File: config.mk
export PLATFORM = sky130hd
export DESIGN_NAME = proc_control
export DESIGN_NICKNAME = d
export VERILOG_FILES = /design/src/rtl/proc_control_pkg.sv /design/src/rtl/proc_control_dec3to8.sv /design/src/rtl/proc_control.sv
export SDC_FILE = /design/constraint.sdc
export NUM_CORES = 1
export LEC_CHECK = 0
export ABC_AREA = 1
export BUFFER_PORTS_ARGS = -buffer_cell sky130_fd_sc_hd__buf_2
export CELL_PAD_IN_SITES_DETAIL_PLACEMENT = 1
export CELL_PAD_IN_SITES_GLOBAL_PLACEMENT = 1
export CORE_ASPECT_RATIO = 1.5
export CORE_MARGIN = 2
export CORE_UTILIZATION = 32
export CTS_BUF_LIST = sky130_fd_sc_hd__clkbuf_4
export DETAILED_ROUTE_END_ITERATION = 7
export PLACE_DENSITY_LB_ADDON = 0.1
export SYNTH_ARGS = -nofsm -noshare
export SYNTH_HDL_FRONTEND = slang
export SYNTH_SLANG_ARGS = --single-unit
export TNS_END_PERCENT = 100
File: constraint.sdc
create_clock -name Clock -period 1.8 [get_ports Clock]
set_input_delay 0.18 -clock Clock [delete_from_list [all_inputs] [get_ports Clock]]
set_output_delay 0.18 -clock Clock [all_outputs]
set_load 0.01 [all_outputs]
File: src/rtl/proc_control_pkg.sv
// proc_control_pkg: encodings shared by the control unit and the ALU stage.
//   - 4-bit opcodes carried in IR[15:12]
//   - 3-bit ALU operation codes, identical on both sides of the ALU interface
//   - 2-bit time-step encoding T0..T3
//   - helpers: ALU-op classification and opcode -> ALU code mapping
package proc_control_pkg;

  localparam logic [3:0] OP_MV   = 4'b0000;
  localparam logic [3:0] OP_MVI  = 4'b0001;
  localparam logic [3:0] OP_ADD  = 4'b0010;
  localparam logic [3:0] OP_SUB  = 4'b0011;
  localparam logic [3:0] OP_OR   = 4'b0100;
  localparam logic [3:0] OP_SLT  = 4'b0101;
  localparam logic [3:0] OP_SLL  = 4'b0110;
  localparam logic [3:0] OP_SRL  = 4'b0111;
  localparam logic [3:0] OP_MVNZ = 4'b1000;

  localparam logic [2:0] ALU_ADD = 3'b000;
  localparam logic [2:0] ALU_SUB = 3'b001;
  localparam logic [2:0] ALU_OR  = 3'b010;
  localparam logic [2:0] ALU_SLT = 3'b011;
  localparam logic [2:0] ALU_SLL = 3'b100;
  localparam logic [2:0] ALU_SRL = 3'b101;

  typedef enum logic [1:0] {
    T0 = 2'b00,
    T1 = 2'b01,
    T2 = 2'b10,
    T3 = 2'b11
  } tstep_t;

  function automatic logic is_alu_op(input logic [3:0] op);
    return (op >= OP_ADD) && (op <= OP_SRL);
  endfunction

  // Non-ALU opcodes map to 000 so the ALU stage always sees a defined code.
  function automatic logic [2:0] alu_code(input logic [3:0] op);
    case (op)
      OP_ADD:  return ALU_ADD;
      OP_SUB:  return ALU_SUB;
      OP_OR:   return ALU_OR;
      OP_SLT:  return ALU_SLT;
      OP_SLL:  return ALU_SLL;
      OP_SRL:  return ALU_SRL;
      default: return ALU_ADD;
    endcase
  endfunction

endpackage

File: src/rtl/proc_control_dec3to8.sv
// dec3to8: 3-to-8 one-hot decoder with enable.
//   sel [2:0] : register index
//   en        : when 0 the output is all zeros
//   y   [7:0] : one-hot select, bit sel set when en=1
module dec3to8 (
  input  logic [2:0] sel,
  input  logic       en,
  output logic [7:0] y
);

  always_comb begin
    y = 8'h00;
    if (en) y[sel] = 1'b1;
  end

endmodule

File: src/rtl/proc_control.sv
// proc_control: multi-cycle control unit for the 16-bit bus processor.
// Latches the instruction into IR in T0 and sequences the datapath through
// T1..T3. Outputs are combinational decodes of the step and IR, so an
// asynchronous reset drops every enable at once.
//
// Ports:
//   Clock, Resetn : rising-edge clock, asynchronous active-low reset
//   Run           : start request, sampled only in T0
//   DIN           : instruction word in T0, immediate operand in T1 of mvi
//   Gnz           : G register non-zero, qualifies mvnz
//   IR_out        : current IR contents
//   Rin, Rout     : one-hot register load enables / bus-drive selects
//   DINout, Gout  : DIN / G drive the bus
//   Ain, Gin      : load A from bus / load G from ALU
//   alu_ctrl      : ALU operation code (valid in T2)
//   Done          : last step of the instruction
//
// step | meaning
// T0   | idle / fetch: IR <= DIN when Run
// T1   | single-step ops complete; ALU ops move Rx into A
// T2   | ALU op: Ry on bus, G <= A op bus
// T3   | ALU op: G written back to Rx
module proc_control
  import proc_control_pkg::*;
#(
  parameter int DATA_W = 16,
  parameter int NREGS  = 8   // tied to the 3-bit X/Y fields
) (
  input  logic              Clock,
  input  logic              Resetn,
  input  logic              Run,
  input  logic [DATA_W-1:0] DIN,
  input  logic              Gnz,
  output logic [DATA_W-1:0] IR_out,
  output logic [NREGS-1:0]  Rin,
  output logic [NREGS-1:0]  Rout,
  output logic              DINout,
  output logic              Gout,
  output logic              Ain,
  output logic              Gin,
  output logic [2:0]        alu_ctrl,
  output logic              Done
);

  tstep_t            step;
  logic [DATA_W-1:0] ir;

  logic [3:0] opcode;
  logic [2:0] rx;
  logic [2:0] ry;
  logic       alu_op;

  assign opcode = ir[15:12];
  assign rx     = ir[11:9];
  assign ry     = ir[8:6];
  assign alu_op = is_alu_op(opcode);
  assign IR_out = ir;

  always_ff @(posedge Clock or negedge Resetn) begin
    if (!Resetn) begin
      step <= T0;
      ir   <= '0;
    end else begin
      case (step)
        T0: if (Run) begin
          ir   <= DIN;
          step <= T1;
        end
        T1: step <= alu_op ? T2 : T0;
        T2: step <= T3;
        T3: step <= T0;
        default: step <= T0;
      endcase
    end
  end

  logic       rin_en;
  logic       rout_en;
  logic [2:0] rout_sel;

  always_comb begin
    rin_en   = 1'b0;
    rout_en  = 1'b0;
    rout_sel = ry;
    DINout   = 1'b0;
    Gout     = 1'b0;
    Ain      = 1'b0;
    Gin      = 1'b0;
    alu_ctrl = ALU_ADD;
    Done     = 1'b0;
    case (step)
      T0: ;
      T1: begin
        if (alu_op) begin
          rout_en  = 1'b1;
          rout_sel = rx;
          Ain      = 1'b1;
        end else begin
          Done = 1'b1;
          case (opcode)
            OP_MV: begin
              rout_en = 1'b1;
              rin_en  = 1'b1;
            end
            OP_MVI: begin
              DINout = 1'b1;
              rin_en = 1'b1;
            end
            OP_MVNZ: begin
              rout_en = Gnz;
              rin_en  = Gnz;
            end
            default: ;
          endcase
        end
      end
      T2: if (alu_op) begin
        rout_en  = 1'b1;
        Gin      = 1'b1;
        alu_ctrl = alu_code(opcode);
      end
      T3: if (alu_op) begin
        Gout   = 1'b1;
        rin_en = 1'b1;
        Done   = 1'b1;
      end
      default: ;
    endcase
  end

  logic [7:0] rin_dec;
  logic [7:0] rout_dec;

  dec3to8 u_dec_x (
    .sel (rx),
    .en  (rin_en),
    .y   (rin_dec)
  );

  dec3to8 u_dec_y (
    .sel (rout_sel),
    .en  (rout_en),
    .y   (rout_dec)
  );

  assign Rin  = rin_dec;
  assign Rout = rout_dec;

endmodule

# Word-level counts from Yosys, hierarchy flattened

Cells that the tools add are included.

$lt $le $gt $ge: 6
Equal/unequal tests: 11
Mux-type cells: 29
Reductions and logical operators: 7

Operators with widths:

| cell                 | number |
|---|---|
| $eq A4 B3 Y1 const B | 4 |
| $mux W8              | 2 |
| $pmux W3 S5          | 1 |
| $mux W1              | 12 |
| $mux W3              | 4 |
| $pmux W1 S2          | 5 |
| $lt A3 B4 Y1 const B | 2 |
| $pmux W2 S4          | 1 |
| $demux W1 S3         | 2 |
| $ge A3 B1 Y1 const B | 2 |
| $eq A2 B2 Y1 const B | 2 |
| $eq A4 B1 Y1 const B | 1 |
| $eq A4 B2 Y1 const B | 1 |
| $eq A4 B4 Y1 const B | 1 |
| $ge A4 B2 Y1 const B | 1 |
| $le A4 B3 Y1 const B | 1 |
| $logic_not A4 Y1     | 1 |
| $mux W2              | 2 |
| $logic_and A1 B1 Y1  | 3 |
| $eq A2 B1 Y1 const B | 1 |
| $logic_not A2 Y1     | 1 |
| $ne A2 B2 Y1 const B | 1 |
| $reduce_and A2 Y1    | 1 |
| $reduce_or A2 Y1     | 1 |

Register bits after elaboration: 18
Input bits: 20
Output and inout port bits: 40
Word-level logic and storage cells: 55

# Longest topological paths before layout

Gate-level depths: netlist of the first run.

Depth in word-level cells: 9
Gate-level depth with buffers: 9
Mapped depth without buffers: 8

# Hierarchy

From an unflattened synthesis of the first run, not the netlist that was laid out.

Cell total of the unflattened synthesis: 130
Area, all modules: 1104.8 sq um

By module, submodules not included:

| module       | times used | cells an instance | area an instance (sq um) | sequential area each (sq um) |
|---|---|---|---|---|
| proc_control | 1          | 96                | 977.2                    | 450.4 |
| dec3to8      | 2          | 17                | 63.8                     | 0.0 |

# Worst setup path after synthesis of the first run

Ideal clock, no wire load.

Path type: reg2out
From: register with a tool-made name
To: output port Rout[0]
Arrival: 1.315 ns
Required time: 1.620 ns
Setup slack: 0.305 ns
Cell stages (with the launch flop): 10
Path buffers: 1
Cell sequence: dfrtp_1 > inv_1 > ha_1 > buf_4 > inv_1 > nor2_1 > nand2_1 > nand2_1 > nand3_2 > nor2_1

RTL lines:

| item          | RTL line           | text |
|---|---|---|
| end, declared | proc_control.sv:36 | `output logic [NREGS-1:0] Rout,` |

==> impl_metrics.py, run 1 <==
metrics = {
    "route": {
        "first_pass_iters": 4,
        "drt-vias-per-instance": 4.800,
        "vias": 1272,
        "drt_iter0_markers": 4,
        "routed_wl_microns": 3667,
        "antenna_left": 0,
        "drc_errors": 0,
        "routedWlPerCell_microns": 13.84,
    },
    "sta": {
        "maxSlewViolCount": 0,
        "max_freq_mhz": 531.0,
        "worst_slack_ps": -83.22,
        "max-slew-margin-rel_pct": 72.48,
        "grt_setup_unrepaired": "true",
        "hold_viol": 0,
        "min_period_over_period_pct": 104.6,
        "fin_skew_ps": 5.564,
        "period_needed_ps": 1883,
        "tightestPinTransition_ps": 412.9,
        "setup_viol": 8,
    },
    "floorplan": {
        "num_rows": 26,
        "fp.coreArea_sq_um": 3416,
        "ios": 60,
        "die_area_sq_um": 4111,
        "die_h_microns": 77.54,
        "initial_core_util_pct": 33.77,
        "die_w_microns": 53.03,
    },
    "clock_network": {
        "htree_levels": 1,
        "ctsRootBufferMaster": "clkbuf_4",
        "cts_buffers": 3,
        "cts_tree": "done",
        "clkSinkCount": 18,
        "cts.clk_slew.worst_paths_ps": 110,
        "max-clock-path-buffers": 2,
        "clk_latency_ps": 310,
    },
    "yosys": {
        "synth.most_common_cell": "nor2_1",
        "synth_cells": 150,
        "netlist_top_cells_area": "dfrtp_1 39%, nor2_1 11%, nand2_1 10%",
        "synth_top_family_by_area": "simple AND/OR/NAND/NOR gates",
        "synthMuxAreaShare_pct": 5.857,
        "synth_edf_count": 0,
        "synthSimpleGateAreaFrac_pct": 32.97,
        "synth_area_sq_um": 1154,
        "yosysWarnings": 0,
        "synth_top_area_share_pct": 39.05,
        "yosysSeqAreaShare_pct": 39.05,
        "synth_seq_cells": 18,
        "synth-xor-area-share_pct": 0,
        "async_flop_share_pct": 100.0,
        "synthTopCellsByCount": "34 x nor2_1, 31 x nand2_1, 18 x dfrtp_1, 15 x inv_1, 11 x a21oi_1",
        "synth-compound-area-share_pct": 8.351,
        "synth_top_cell_by_area": "dfrtp_1",
        "ys_types": 22,
        "synth_ff_type": "dfrtp_1",
        "syn_avg_cell_area_sq_um": 7.691,
        "synth_fa_ha_area_share_pct": 5.423,
        "synth_nets": 175,
    },
    "placed_design": {
        "place_inst": 249,
        "port_buffers": 59,
        "gp_congestion": 0.7339,
        "hpwl_microns": 2828,
        "placed_area_sq_um": 1488,
    },
    "pwr": {
        "vdd_drop_max_mv": 0.7948,
        "p_leak_nw": 0.9205,
        "p_per_area_nw_per_um2": 1679,
    },
    "cells_and_area": {
        "utilization_pct": 50.62,
        "finalNetCount": 249,
        "drive_gt1_share_pct": 51.12,
        "final_cell_area_sq_um": 1729,
        "stdcell_count": 265,
        "area_growth_pct": 49.89,
        "fillers": 447,
        "ff_latch_area_sq_um": 451.7,
        "multi_input_area_sq_um": 729.5,
        "n_antenna_cell": 0,
    },
    "worst_setup_path": {
        "cp_num_buf_inv": 3,
        "end_kind": "primary output",
        "required_ps": 1620,
        "crit_family": "flip-flops",
        "cpPeakStageDelay_ps": 430,
        "cp_slowest_cell": "dfrtp_1",
        "crit_type": "reg2out",
        "worstPathMaxFanout": 6,
        "path_cells": "inv_2, ha_4, buf_6, nand4_1, nand2_2, nand3_4, nor2_1, buf_2",
        "critPathArrivalTime_ps": 1700,
        "cp-start-kind": "flop",
    },
    "global_route": {
        "grt_pass1_vias": 1265,
        "antenna_found_initial": 0,
        "grt_max_degree": 20,
        "grt_pass1_wl_microns": 5816,
        "grt_remaining_overflow": 0,
        "grt_usage_pct": 18.61,
    },
    "status": {
        "violations": "negative setup slack",
        "status": "complete, but fails checks",
    },
    "run": {
        "maxCapViolCount": 0,
    },
    "min_path": {
        "hold_class": "in2reg",
    },
}
==> final cells by class <==
| cell class | count | share of cell area, % |
|---|---|---|
| Clock buffer | 3 | 1.302 |
| Clock inverter | 1 | 0.2171 |
| Inverter | 18 | 4.052 |
| Multi-Input combinational cell | 111 | 42.19 |
| Sequential cell | 18 | 26.12 |
| Tap cell | 42 | 3.039 |
| Timing Repair Buffer | 72 | 23.08 |
==> worst reg2reg max path: cells and delay by family (launching register included) <==
kind,cells,cell delay [ps]
AOI/OAI and AO/OA,1,150
adders and majority gates,1,210
DFF,1,420
and+or+nand+nor,2,230
buffers and inverters,3,480
==> cell families (layout without fill, tap and decap cells) <==
group | after synthesis | in the layout
fa+ha+maj | 5 | 5
flops | 18 | 18
mux | 6 | 6
buf+inv | 22 | 94
simple gates | 82 | 83
compound gates | 17 | 17
==> flip-flops by register name (all words and copies together) (netlist names), named ones only <==
register,flops
step,1
IR_out,16
==> cells in the final DEF, fill, tap and decap left out, drive strengths merged <==
cell	count
a21oi	11
a31oi	1
buf	71
clkbuf	3
clkinv	1
dfrtp	18
dlygate4sd3	1
ha	5
inv	18
mux2	6
nand2	34
nand3	6
nand4	5
nor2	34
nor3	4
o211ai	1
o21ai	4
==> where the power goes <==
| group | switching [mW] | internal [mW] |
|---|---|---|
| logic | 1.12 | 0.757 |
| clock network | 0.139 | 0.0811 |
| registers | 0.205 | 0.605 |
| total | 1.46 | 1.44 |
==> through the flow <==
stage	hold WS (ps)	setup WS (ps)	power, mW	TNS [ps]
floorplan	-115.6	305.5	1.770	0
global placement	130.0	187.7	2.205	0
detailed placement	140.0	79.26	2.277	0
CTS	91.37	-47.81	2.690	-166.9
global route	89.72	-173.0	3.150	-1290
finish	90.89	-83.22	2.903	-408.7
==> final timing paths <==
check	start	to	slack (ps)	depth (start not counted)
worst max-delay path	flop	Rout[6]	-80	8
worst min-delay path	DIN[0]	IR_out[0]	90	2
worst max register to register	flop	IR_out[12]	250	7
worst min register to register	IR_out[0]	IR_out[0]	520	1
max in group asynchronous	Resetn	step[0]	1160	2
min in group asynchronous	Resetn	IR_out[0]	320	2
==> metal layers <==
layer / share of wire [%] / vias to the layer above / GRT usage [%]
li1: - / 624 / -
met1: 39 / 606 / 22.48
met3: 4.4 / 5 / 1.731
met5: 0 / - / 0
met2: 55 / 37 / 33.25
met4: 1.4 / 0 / 6.154
==> what timing repair did <==
action / in CTS / in global routing
hold buffers: 1 / 0
gates resized for setup: 13 / 19
gates cloned: 0 / 1
hold endpoints to repair: 18 / 0
setup endpoints to repair: 16 / 20
buffers inserted: 6 / 4
pin swaps: 13 / 10
No activity file was read; power rests on OpenSTA's default activity.
==> inputs of run 2 (changes only) <==
CORE_UTILIZATION = 34   (was 32)
clock period = 2.19 ns   (was 1.8 ns; I/O delays follow)
==> run 2 against run 1 <==
  * The run now ends clean
  * Sequential power is 20% lower
  * First-iteration DRC count rose to 6.3 times the previous value
  * Global-route usage is 0.46 points lower
  * Worst setup slack improved by 260 ps
  * Critical path depth is 1 higher
  * Clock-buffer cell count unchanged
  * Clock skew is 4.0 ps lower
  * Critical path type unchanged
  * Largest power group unchanged
  * Highest routed layer unchanged
==> impl_metrics.py, run 2 (same netlist as run 1, synthesis figures left out) <==
metrics = {
    "route": {
        "first_pass_iters": 4,
        "routedWlPerCell_microns": 13.11,
        "antenna_left": 0,
        "routed_wl_microns": 3291,
        "drt-vias-per-instance": 4.765,
        "drt_iter0_markers": 25,
        "vias": 1196,
        "drc_errors": 0,
    },
    "clock_network": {
        "max-clock-path-buffers": 2,
        "clk_latency_ps": 280,
        "cts.clk_slew.worst_paths_ps": 100,
        "clkSinkCount": 18,
        "cts_buffers": 3,
        "ctsRootBufferMaster": "clkbuf_4",
        "cts_setup_buffers": 0,
        "cts_tree": "done",
        "htree_levels": 1,
    },
    "sta": {
        "max_freq_mhz": 497.2,
        "holdWs_ps": 156.5,
        "grt_setup_unrepaired": "false",
        "max-slew-margin-rel_pct": 62.77,
        "fin_skew_ps": 1.584,
        "tightestPinTransition_ps": 557.1,
        "worst_slack_ps": 178.9,
        "period_needed_ps": 2011,
        "hold_viol": 0,
        "min_period_over_period_pct": 91.83,
        "setup_tns_ps": 0,
        "setup_viol": 0,
        "maxSlewViolCount": 0,
    },
    "global_route": {
        "grt_remaining_overflow": 0,
        "grt_max_degree": 19,
        "met2_usage_pct": 35.90,
        "antenna_found_initial": 0,
        "use_met1_pct": 20.68,
        "met3_usage_pct": 1.569,
        "grt_pass1_vias": 1214,
        "grt_usage_pct": 18.15,
        "grt_busiest_layer": "met2",
        "grt_pass1_wl_microns": 5388,
    },
    "cells_and_area": {
        "drive_gt1_share_pct": 38.86,
        "layout_commonest_cell": "buf_2",
        "fillers": 437,
        "n_antenna_cell": 0,
        "finalNetCount": 237,
        "largest_reg_flops": 16,
        "multi_input_area_sq_um": 619.3,
        "mostFrequentLayoutCells": "59 x buf_2, 34 x nor2_1, 31 x nand2_1",
        "ff_latch_area_sq_um": 450.4,
        "area_growth_pct": 32.32,
    },
    "worst_setup_path": {
        "end_kind": "primary output",
        "crit_type": "reg2out",
        "worstPathMaxFanout": 8,
        "required_ps": 1970,
        "cp-start-kind": "flop",
        "critPathArrivalTime_ps": 1790,
    },
    "placed_design": {
        "port_buffers": 59,
        "pre_cts_ws_ps": 338.9,
        "hpwl_microns": 2701,
        "gp_congestion": 0.7624,
    },
    "floorplan": {
        "initial_core_util_pct": 36.16,
        "die_w_microns": 51.56,
        "die_area_sq_um": 3885,
        "num_rows": 25,
        "fp.coreArea_sq_um": 3191,
        "die_h_microns": 75.34,
        "ios": 60,
    },
    "pwr": {
        "p_leak_nw": 0.8450,
        "p_per_area_nw_per_um2": 1322,
        "vdd_drop_max_mv": 0.7859,
    },
    "min_path": {
        "hold_class": "in2reg",
    },
    "status": {
        "status": "completed",
    },
    "run": {
        "maxCapViolCount": 0,
    },
}
run 2: power breakdown:
| group | switching (mW) | total [mW] | internal [mW] |
|---|---|---|---|
| Clock | 0.0998 | 0.166 | 0.0661 |
| Combinational | 0.755 | 1.20 | 0.448 |
| Sequential | 0.154 | 0.650 | 0.496 |
run 2: metal layers:
metal  vias to the layer above  routed length, microns
li1                        599                       -
met1                       565                    1259
met2                        30                    1883
met3                         2                     134
met4                         0                      14
met5                         -                       0
run 2: final timing paths:
path,from,to,slack (ps),cells past startpoint
worst max-delay path,flop,Rout[1],180,9
worst min-delay path,DIN[5],IR_out[5],160,2
worst max register to register,step[0],IR_out[12],400,6
worst min register to register,IR_out[0],IR_out[0],510,1
max in group asynchronous,Resetn,IR_out[2],1510,2
min in group asynchronous,Resetn,IR_out[5],380,2
run 2: per-stage QoR:
step / instances / instance area (sq um) / power (mW) / util [%]
after floorplan: 150 / 1154 / 1.455 / -
after global placement: 246 / 1478 / 1.795 / 46.31
after detailed placement: 246 / 1478 / 1.850 / 46.31
after CTS: 251 / 1516 / 2.035 / 47.53
after global routing: 251 / 1526 / 2.231 / 47.84
final: 251 / 1526 / 2.018 / 47.84
run 2: critical path, stage by stage (launching register included):
cell and delay, ps:
dfrtp_1 430, inv_1 160, ha_4 220, inv_1 70
nor2_1 90, nand2_1 50, nand2_1 100, nand3_2 120
nor2_1 120, buf_2 140
run 2: final cells by class:
cell class | count | share of cell area (%)
Timing Repair Buffer | 61 | 20.49
Inverter | 18 | 4.426
Clock inverter | 1 | 0.2459
Clock buffer | 3 | 1.475
Tap cell | 40 | 3.279
Multi-Input combinational cell | 110 | 40.57
Sequential cell | 18 | 29.51
run 2: repair_timing:
action,CTS,global route
cloned,0,0
setup endpoints to repair,2,8
gates resized for setup,1,1
endpoints found under the hold margin,18,0
hold buffers,1,0
==> inputs of run 3 (changes only) <==
CORE_MARGIN = unset   (was 2)
CORE_UTILIZATION = 33   (was 34)
CTS_BUF_LIST = unset   (was sky130_fd_sc_hd__clkbuf_4)
==> run 3 against run 2 <==
  * Clock power increased by 60%
  * Non-clock buffer count unchanged
  * First-iteration DRC count decreased by 60%
  * Largest cell class unchanged
  * Largest power group unchanged
==> impl_metrics.py, run 3 (same netlist as run 1, synthesis figures left out) <==
metrics = {
    "status": {
        "status": "completed",
    },
    "pwr": {
        "p_sw_share_pct": 47.96,
        "finalPower_mw": 2.122,
        "netSwitchingPower_mw": 1.017,
        "combPwrFrac_pct": 56.7,
        "vdd_drop_max_mv": 0.6944,
        "p_int_mw": 1.104,
        "p_per_area_nw_per_um2": 1364,
        "pwr-share-seq_pct": 30.8,
        "pwr-share-clk_pct": 12.5,
        "p_leak_nw": 0.8584,
    },
    "clock_network": {
        "max-clock-path-buffers": 2,
        "ctsRootBufferMaster": "clkbuf_8",
        "cts.clk_slew.worst_paths_ps": 60,
        "clk_latency_ps": 250,
        "clkSinkCount": 18,
        "cts_buffers": 3,
        "htree_levels": 1,
        "cts_setup_buffers": 0,
        "cts_tree": "done",
    },
    "sta": {
        "min_period_over_period_pct": 89.28,
        "hold_viol": 0,
        "tightestPinTransition_ps": 558.4,
        "maxSlewViolCount": 0,
        "max-slew-margin-rel_pct": 62.68,
        "fin_skew_ps": 0.7521,
        "setup_tns_ps": 0,
        "period_needed_ps": 1955,
        "setup_viol": 0,
        "max_freq_mhz": 511.4,
        "grt_setup_unrepaired": "false",
    },
    "worst_setup_path": {
        "path_cells": "inv_1, ha_1, o211ai_1, nand2_1, nand3_2, nor2_1, buf_2",
        "worstPathMaxFanout": 5,
        "required_ps": 1970,
        "cp-start-kind": "flop",
        "r2r-start": "step[0]",
        "cpPeakStageDelay_ps": 470,
        "critPathArrivalTime_ps": 1740,
        "reg2reg_depth": 6,
        "worstSetupStartpoint": "step[0]",
        "crit_type": "reg2out",
        "cp_slowest_cell": "dfrtp_1",
        "end_kind": "primary output",
    },
    "min_path": {
        "worstHoldPathCells": 2,
        "hold_class": "in2reg",
        "min_from": "DIN[4]",
    },
    "cells_and_area": {
        "stdcell_count": 251,
        "mostFrequentLayoutCells": "59 x buf_2, 34 x nor2_1, 31 x nand2_1",
        "drive_gt1_share_pct": 39.34,
        "area_growth_pct": 34.82,
        "largest_reg_flops": 16,
        "n_antenna_cell": 0,
        "layout_commonest_cell": "buf_2",
        "finalNetCount": 237,
    },
    "floorplan": {
        "die_area_sq_um": 3741,
        "die_h_microns": 74.42,
        "ios": 60,
        "num_rows": 25,
        "initial_core_util_pct": 35.46,
        "die_w_microns": 50.28,
        "fp.coreArea_sq_um": 3253,
    },
    "run": {
        "maxCapViolCount": 0,
    },
    "global_route": {
        "grt_pass1_wl_microns": 5485,
        "grt_usage_pct": 19.32,
        "antenna_found_initial": 0,
        "grt_pass1_vias": 1240,
        "grt_max_degree": 19,
        "grt_remaining_overflow": 0,
    },
    "placed_design": {
        "port_buffers": 59,
        "gp_congestion": 0.7840,
        "hpwl_microns": 2643,
        "place_inst": 246,
    },
    "route": {
        "routed_wl_microns": 3221,
        "antenna_left": 0,
        "vias": 1198,
        "drt-vias-per-instance": 4.773,
        "first_pass_iters": 4,
        "drc_errors": 0,
        "routedWlPerCell_microns": 12.83,
        "drt_iter0_markers": 10,
    },
}
==> run 3: cell count changes in the layout (fill, tap and decap cells not counted) <==
| cell | previous run | this run |
|---|---|---|
| clkbuf_4 | 3 | 0 |
| clkbuf_8 | 0 | 4 |
| clkinv_1 | 1 | 0 |
==> run 3: repair_timing <==
| item | in CTS | in global routing |
|---|---|---|
| setup endpoints to repair | 0 | 8 |
| gates resized for setup | 0 | 2 |
| hold endpoints to repair | 18 | 0 |
| hold buffers | 1 | 0 |
==> run 3: stage by stage <==
stage / worst slack, ps / utilization [%] / hold slack, ps / cell area [sq um]
3_5_place_dp: 356.5 / 45.42 / 174.8 / 1478
3_3_place_gp: 476.1 / 45.42 / 164.6 / 1478
6_report: 234.7 / 47.81 / 196.4 / 1555
5_1_grt: 71.57 / 47.81 / 190.8 / 1555
4_1_cts: 68.35 / 47.42 / 189.7 / 1543
2_1_floorplan: 656.5 / - / -76.59 / 1154
==> run 3: worst paths after layout <==
path	end	slack, ps
max in group asynchronous	IR_out[15]	1470
worst max-delay path	Rout[0]	230
min in group asynchronous	IR_out[5]	430
worst max register to register	IR_out[13]	390
worst min-delay path	IR_out[4]	200
worst min register to register	IR_out[4]	500
==> run 3: layout make-up <==
class / instances / area, sq um
Inverter: 18 / 67.56
Timing Repair Buffer: 61 / 312.8
Clock buffer: 4 / 55.05
Sequential cell: 18 / 450.4
Tap cell: 40 / 50.05
Fill cell: 448 / 1698
Multi-Input combinational cell: 110 / 619.3
==> run 3: power groups by stage <==
stage	Combinational [mW]	Clock, mW	Sequential [mW]
after global routing	1.36	0.291	0.688
final	1.20	0.266	0.653
after global placement	1.14	0	0.646
after CTS	1.20	0.279	0.652
after detailed placement	1.19	0	0.659
after floorplan	0.755	0	0.700
==> run 3: metal layers <==
| metal | up-vias | GRT usage, % | share of wire, % |
|---|---|---|---|
| met5 | - | 0 | 0 |
| met4 | 0 | 7.619 | 1.6 |
| met3 | 5 | 2.045 | 3.9 |
| met2 | 36 | 35.85 | 53 |
| met1 | 557 | 22.31 | 42 |
| li1 | 600 | - | - |
==> run 3: critical path, delay by kind of cell (launching register included) <==
family | cells | cell delay [ps]
DFF | 1 | 470
and+or+nand+nor | 3 | 290
buffers and inverters | 2 | 270
adders and majority gates | 1 | 260
AOI/OAI and AO/OA | 1 | 190
